File: src/rtl/uart_rx_packet_ctrl.sv
// ============================================================================
// uart_rx_packet_ctrl: frame sequencer (SYNC CMD LEN payload CHK) behind a UART receiver.
// Optional inter-byte timeout enabled by macro RX_PKT_TIMEOUT_EN.  Rev 1.0
// ============================================================================
`default_nettype none

module uart_rx_packet_ctrl #(
  parameter int DATA_WIDTH    = 8,
  parameter int MAX_LEN       = 16,
  parameter logic [DATA_WIDTH-1:0] SYNC_BYTE = 8'hA5,
  parameter int TIMEOUT_TICKS = 192
) (
  input  logic                  clk,
  input  logic                  rst,
  input  logic                  tick,
  input  logic                  rx_done,
  input  logic [DATA_WIDTH-1:0] rx_data,
  output logic [DATA_WIDTH-1:0] pkt_cmd,
  output logic [7:0]            pkt_len,
  output logic                  pkt_ok,
  output logic [DATA_WIDTH-1:0] out_data,
  output logic                  out_valid,
  input  logic                  out_ready,
  output logic                  out_last,
  output logic                  err,
  output logic [1:0]            err_code,
  output logic                  ovr,
  output logic                  busy
);

  localparam int AW = $clog2(MAX_LEN);
  localparam int PW = AW + 1;
  localparam int CW = (PW > 8) ? PW : 8;

  typedef enum logic [2:0] {
    S_HUNT    = 3'd0,
    S_CMD     = 3'd1,
    S_LEN     = 3'd2,
    S_PAYLOAD = 3'd3,
    S_CHK     = 3'd4,
    S_DRAIN   = 3'd5
  } state_t;

  state_t                state, state_nxt;
  logic [DATA_WIDTH-1:0] cmd_r, cmd_nxt;
  logic [7:0]            len_r, len_nxt;
  logic [DATA_WIDTH-1:0] chk, chk_nxt;
  logic [PW-1:0]         wr_ptr, wr_nxt;
  logic [PW-1:0]         rd_ptr, rd_nxt;
  logic [DATA_WIDTH-1:0] pkt_cmd_nxt, out_data_nxt;
  logic [7:0]            pkt_len_nxt;
  logic                  pkt_ok_nxt, out_valid_nxt, out_last_nxt, err_nxt, ovr_nxt;
  logic [1:0]            err_code_nxt;
  logic                  wr_en;
  logic                  timeout;
  logic [7:0]            rx_byte;
  logic [PW-1:0]         rd_inc;

  logic [DATA_WIDTH-1:0] mem [MAX_LEN];

  assign rx_byte = rx_data[7:0];
  assign rd_inc  = rd_ptr + 1'b1;
  assign busy    = (state != S_HUNT);

`ifdef RX_PKT_TIMEOUT_EN
  localparam int TW = $clog2(TIMEOUT_TICKS + 1);
  logic [TW-1:0] tcnt;
  logic          active;

  assign active  = (state == S_CMD) || (state == S_LEN) || (state == S_PAYLOAD) || (state == S_CHK);
  assign timeout = active && !rx_done && (tcnt == TW'(TIMEOUT_TICKS));

  always_ff @(posedge clk) begin
    if (rst || rx_done || !active) begin
      tcnt <= '0;
    end else if (tick && (tcnt != TW'(TIMEOUT_TICKS))) begin
      tcnt <= tcnt + 1'b1;
    end
  end
`else
  logic unused_tick;
  assign timeout     = 1'b0;
  assign unused_tick = tick & (TIMEOUT_TICKS != 0);
`endif

  always_comb begin
    state_nxt     = state;
    cmd_nxt       = cmd_r;
    len_nxt       = len_r;
    chk_nxt       = chk;
    wr_nxt        = wr_ptr;
    rd_nxt        = rd_ptr;
    pkt_cmd_nxt   = pkt_cmd;
    pkt_len_nxt   = pkt_len;
    pkt_ok_nxt    = 1'b0;
    out_data_nxt  = out_data;
    out_valid_nxt = out_valid;
    out_last_nxt  = out_last;
    err_nxt       = 1'b0;
    err_code_nxt  = err_code;
    ovr_nxt       = 1'b0;
    wr_en         = 1'b0;

    case (state)
      S_HUNT: begin
        if (rx_done && (rx_data == SYNC_BYTE)) state_nxt = S_CMD;
      end
      S_CMD: begin
        if (rx_done) begin
          cmd_nxt   = rx_data;
          chk_nxt   = rx_data;
          state_nxt = S_LEN;
        end
      end
      S_LEN: begin
        if (rx_done) begin
          len_nxt = rx_byte;
          chk_nxt = chk ^ rx_data;
          wr_nxt  = '0;
          if (CW'(rx_byte) > CW'(MAX_LEN)) begin
            err_nxt      = 1'b1;
            err_code_nxt = 2'b01;
            state_nxt    = S_HUNT;
          end else if (rx_byte == 8'd0) begin
            state_nxt = S_CHK;
          end else begin
            state_nxt = S_PAYLOAD;
          end
        end
      end
      S_PAYLOAD: begin
        if (rx_done) begin
          wr_en   = 1'b1;
          chk_nxt = chk ^ rx_data;
          wr_nxt  = wr_ptr + 1'b1;
          if (CW'(wr_ptr) == CW'(len_r) - CW'(1)) state_nxt = S_CHK;
        end
      end
      S_CHK: begin
        if (rx_done) begin
          if (rx_data == chk) begin
            pkt_cmd_nxt = cmd_r;
            pkt_len_nxt = len_r;
            pkt_ok_nxt  = 1'b1;
            if (len_r != 8'd0) begin
              // Preload the first byte so it is valid alongside pkt_ok.
              rd_nxt        = '0;
              out_valid_nxt = 1'b1;
              out_data_nxt  = mem[0];
              out_last_nxt  = (len_r == 8'd1);
              state_nxt     = S_DRAIN;
            end else begin
              state_nxt = S_HUNT;
            end
          end else begin
            err_nxt      = 1'b1;
            err_code_nxt = 2'b10;
            state_nxt    = S_HUNT;
          end
        end
      end
      S_DRAIN: begin
        ovr_nxt = rx_done;
        if (out_ready) begin
          if (out_last) begin
            out_valid_nxt = 1'b0;
            out_last_nxt  = 1'b0;
            state_nxt     = S_HUNT;
          end else begin
            rd_nxt       = rd_inc;
            out_data_nxt = mem[rd_inc[AW-1:0]];
            out_last_nxt = (CW'(rd_inc) == CW'(len_r) - CW'(1));
          end
        end
      end
      default: state_nxt = S_HUNT;
    endcase

    if (timeout) begin
      err_nxt      = 1'b1;
      err_code_nxt = 2'b11;
      state_nxt    = S_HUNT;
    end
  end

  always_ff @(posedge clk) begin
    if (wr_en) mem[wr_ptr[AW-1:0]] <= rx_data;
  end

  always_ff @(posedge clk) begin
    if (rst) begin
      state     <= S_HUNT;
      cmd_r     <= '0;
      len_r     <= '0;
      chk       <= '0;
      wr_ptr    <= '0;
      rd_ptr    <= '0;
      pkt_cmd   <= '0;
      pkt_len   <= '0;
      pkt_ok    <= 1'b0;
      out_data  <= '0;
      out_valid <= 1'b0;
      out_last  <= 1'b0;
      err       <= 1'b0;
      err_code  <= 2'b00;
      ovr       <= 1'b0;
    end else begin
      state     <= state_nxt;
      cmd_r     <= cmd_nxt;
      len_r     <= len_nxt;
      chk       <= chk_nxt;
      wr_ptr    <= wr_nxt;
      rd_ptr    <= rd_nxt;
      pkt_cmd   <= pkt_cmd_nxt;
      pkt_len   <= pkt_len_nxt;
      pkt_ok    <= pkt_ok_nxt;
      out_data  <= out_data_nxt;
      out_valid <= out_valid_nxt;
      out_last  <= out_last_nxt;
      err       <= err_nxt;
      err_code  <= err_code_nxt;
      ovr       <= ovr_nxt;
    end
  end

endmodule

`default_nettype wire

File: config.mk
export PLATFORM = sky130hd
export DESIGN_NAME = uart_rx_packet_ctrl
export DESIGN_NICKNAME = d
export VERILOG_FILES = /design/src/rtl/uart_rx_packet_ctrl.sv
export SDC_FILE = /design/constraint.sdc
export NUM_CORES = 1
export LEC_CHECK = 0
export CORE_MARGIN = 5
export CORE_UTILIZATION = 30
export DETAILED_ROUTE_END_ITERATION = 8
export PLACE_DENSITY = 0.52
export SLEW_MARGIN = 15
export SYNTH_ARGS = -nofsm -noshare
export SYNTH_HDL_FRONTEND = slang
export SYNTH_SLANG_ARGS = --single-unit
File: constraint.sdc
create_clock -name clk -period 2.95 [get_ports clk]
set_clock_uncertainty 0.05 [all_clocks]
set_input_delay 0.59 -clock clk [delete_from_list [all_inputs] [get_ports clk]]
set_output_delay 0.59 -clock clk [all_outputs]
set_load 0.05 [all_outputs]
==> metrics.md, run 1 <==
| Metric | Value |
|---|---|
| Combinational Power Share | 17.3% |
| Outcome | finished, final reports clean |
| Hold Crit Class | reg -> reg |
| Sw Pwr | 0.00194 W |
| Worst-Skew Late Latency | 0.43 ns |
| Setup violations, final | 0 |
| Post-CTS setup buffers | 0 |
| TritonRoute pass-1 iters | 4 |
| Register area share after synthesis | 62.9% |
| GRT Util Overall | 12.9% |
| Most frequent cells in the layout | 128 x edfxtp_1, 68 x dfxtp_1, 58 x nand2_1, 50 x nor2_1, 45 x buf_4 |
| DRT Wirelength | 19.8 mm |
| Worst Setup End Kind | output pin |
| PortBufs | 43 |
| Number of remaining DRC errors | 0 |
| Ys async rst share | 0% |
| Area Growth Syn to Fin | 21.2% |
| Die Area | 31000 um^2 |
| Max-Cap Viols | 0 |
| Final ANT Viol Nets | 0 |
| Final Hold Vio Count | 0 |
| CTS Hold Bufs | 0 |
| Clock root buffer | clkbuf_16 |
| Synth warnings | 0 |
| CTS buffer count | 17 |
| Drt wl/cell | 18.5 um |
| Switching part of the total | 29.3% |
| Deepest clock path buffer count | 2 |
| Share of layout cells above drive strength 1 | 17.4% |
| Number of flops mapped to enable cells by yosys | 128 |
| Slowest CP cell | clkdlybuf4s50_1 |
| Primary FF master, synth | edfxtp_1 |
| Crit Path Max Fanout | 11 |
| CTS tree | built |
| Largest stage delay, worst path | 0.73 ns |
| Ports | 45 |
| Tcrit/Tclk final | 90.9% |
| Top Family by Delay on Critical Path | buffers and inverters |
| CTS HTree Levels | 4 |
| P_int | 0.00468 W |
| Number of global-route vias before repair | 5235 |
| Height of the chip | 176 um |
| Final Cell Area | 10000 um^2 |
| Largest net degree at the start of global routing | 41 |
| Synth Instances | 614 |
| Tightest Pin Transition | 0.970 ns |
| Relative slew margins | 35.1% |
| Routed vias | 5207 |
| Synthesized net count | 635 |
| Hold WS | 0.417 ns |
| First-pass GRT wire length | 30.7 mm |
| Placed inst area | 9400 um^2 |
| CTS resizes | 0 |
| First DRT Iteration DRCs | 361 |
| Final Max Slew Viols | 0 |
| Critical path required time | 2.31 ns |
| Fin crit period | 2.68 ns |
| CP Cell Sequence | or3_1 -> clkdlybuf4s50_1 |
| Clock Sinks | 196 |
| Grt ovf | 0 |
| Rows | 60 |
| Fin nets | 710 |
| CP bufs+invs | 1 |
| Synth cell types | 57 |
| Routed vias/inst | 4.85 |
| Clock transition at path regs | 0.08 ns |
| Synthesized flop and latch total | 196 |
| Worst setup path class | reg -> out |
| Die W | 176 um |
| Worst Path Arrival | 2.04 ns |
| Max IR drop VDD | 0.000375 V |
| Clock network power share | 36.2% |
| Unrepaired setup endpoints after global routing | false |
| Leak Pwr | 3.29 nW |
| Mean post-synth cell area | 13.5 um^2 |
| Synthesized area | 8280 um^2 |
| Final core utilization | 37.0% |
| Initial antenna violation count | 0 |
| Sequential share of power | 46.5% |
| Hpwl dp | 13.4 mm |
| ANT cells | 0 |
| Total power divided by cell area | 660 nW/um^2 |
| GP Congestion | 0.778 |
| Fmax | 0.373 GHz |
| Initial Util | 30.5% |
| Startpoint types | register |
| Total Power | 0.00662 W |
| Core Area | 27100 um^2 |
| Commonest non-fill, non-tap cell in the layout | edfxtp_1 |
final timing paths:
path,startpoint,end,slack (ns),depth (start not counted)
setup reg to reg,len_r[1]$_SDFFE_PP0P_,state[0]$_SDFFE_PP0P_,0.54,6
hold / removal,cmd_r[4]$_SDFFE_PP0P_,cmd_r[4]$_SDFFE_PP0P_,0.42,2
setup / recovery,state[2]$_SDFFE_PP0P_,busy,0.27,2
hold reg to reg,cmd_r[4]$_SDFFE_PP0P_,cmd_r[4]$_SDFFE_PP0P_,0.42,2
cell families after synthesis:
family / count (synthesis) / synth area share (%)
adder cells (fa/ha/maj): 8 / 1.21
multiplexers: 59 / 12.0
AO/OA/AOI/OAI: 98 / 7.77
buffers and inverters: 43 / 2.43
AND/OR/NAND/NOR: 175 / 9.96
XOR/XNOR: 35 / 3.79
flip-flops: 196 / 62.9
cell usage after synthesis (all sizes together) (2+ instances only):
cell type | instances | area share [%]
mux4 | 32 | 8.7
nand4b | 3 | 0.32
o21ai | 17 | 1.0
mux2i | 27 | 3.3
clkbuf | 20 | 0.91
ha | 8 | 1.2
and2 | 5 | 0.38
or3 | 3 | 0.23
nand2 | 58 | 2.6
a31oi | 2 | 0.15
nand2b | 6 | 0.45
dfxtp | 68 | 16
o41ai | 2 | 0.30
a311oi | 11 | 1.2
and3 | 2 | 0.15
nor2b | 3 | 0.23
a21oi | 39 | 2.4
or4 | 3 | 0.27
nor3b | 5 | 0.45
nand4 | 4 | 0.38
a211oi | 5 | 0.45
xor2 | 10 | 1.1
a22oi | 8 | 0.73
nor2 | 51 | 2.3
xnor2 | 25 | 2.7
nor3 | 21 | 1.3
edfxtp | 128 | 46
nand3 | 5 | 0.30
buf | 15 | 1.2
inv | 8 | 0.36
routing by layer:
| layer | up-vias | wire length (um) | track usage [%] |
|---|---|---|---|
| met5 | - | 0 | 0 |
| met2 | 109 | 9630 | 21.3 |
| met4 | 0 | 282 | 4.16 |
| met3 | 14 | 724 | 1.95 |
| met1 | 2621 | 9200 | 17.6 |
| li1 | 2463 | - | - |
through the flow:
stage,setup WS [ns],TNS [ns],instances
after floorplan,0.730,0,614
after global placement,-0.0518,-0.295,1042
after detailed placement,-0.141,-0.852,1042
after CTS,0.245,0,1074
after global routing,0.217,0,1074
final,0.270,0,1074
state kept, by name, summed over array words and instances (netlist names), 3 cells and up:
signal and count:
state 3, pkt_cmd 8, out_data 8, wr_ptr 5, cmd_r 8, len_r 8
mem 128, pkt_len 8, chk 8, rd_ptr 5
power groups by stage:
stage               Combinational (W)  Sequential [W]  Clock (W)
detailed placement            0.00114         0.00314          0
global route                  0.00125         0.00309    0.00256
finish                        0.00115         0.00308    0.00239
floorplan                    0.000762         0.00315          0
global placement              0.00112         0.00313          0
CTS                           0.00115         0.00308    0.00244
final cells by class:
type                            count  area [um^2]
Fill cell                        2585        17100
Timing Repair Buffer               91          823
Sequential cell                   196         5200
Tap cell                          372          465
Clock buffer                       17          425
Multi-Input combinational cell    375         2880
Clock inverter                     15          201
Inverter                            8         30.0
worst min-delay path, cell delays in order, from the launching register on:
cell	delay [ns]
dfxtp_1	0.32
nand2_1	0.05
a21oi_1	0.06
No activity file was read; power rests on OpenSTA's default activity.
==> run 2, diff against run 1 <==
--- a/config.mk
+++ b/config.mk
@@ -7,6 +7,7 @@
 export LEC_CHECK = 0
 export CORE_MARGIN = 5
 export CORE_UTILIZATION = 30
+export CTS_CLUSTER_DIAMETER = 100
 export DETAILED_ROUTE_END_ITERATION = 8
 export PLACE_DENSITY = 0.52
 export SLEW_MARGIN = 15
==> results of run 2 <==
Same layout as run 1: the final DEF is identical, and so are final timing and power.
==> run 3, diff against run 2 <==
--- a/config.mk
+++ b/config.mk
@@ -10,6 +10,7 @@
 export CTS_CLUSTER_DIAMETER = 100
 export DETAILED_ROUTE_END_ITERATION = 8
 export PLACE_DENSITY = 0.52
+export SKIP_CTS_REPAIR_TIMING = 1
 export SLEW_MARGIN = 15
 export SYNTH_ARGS = -nofsm -noshare
 export SYNTH_HDL_FRONTEND = slang
==> results of run 3 <==
Same layout as run 1: the final DEF is identical, and so are final timing and power.
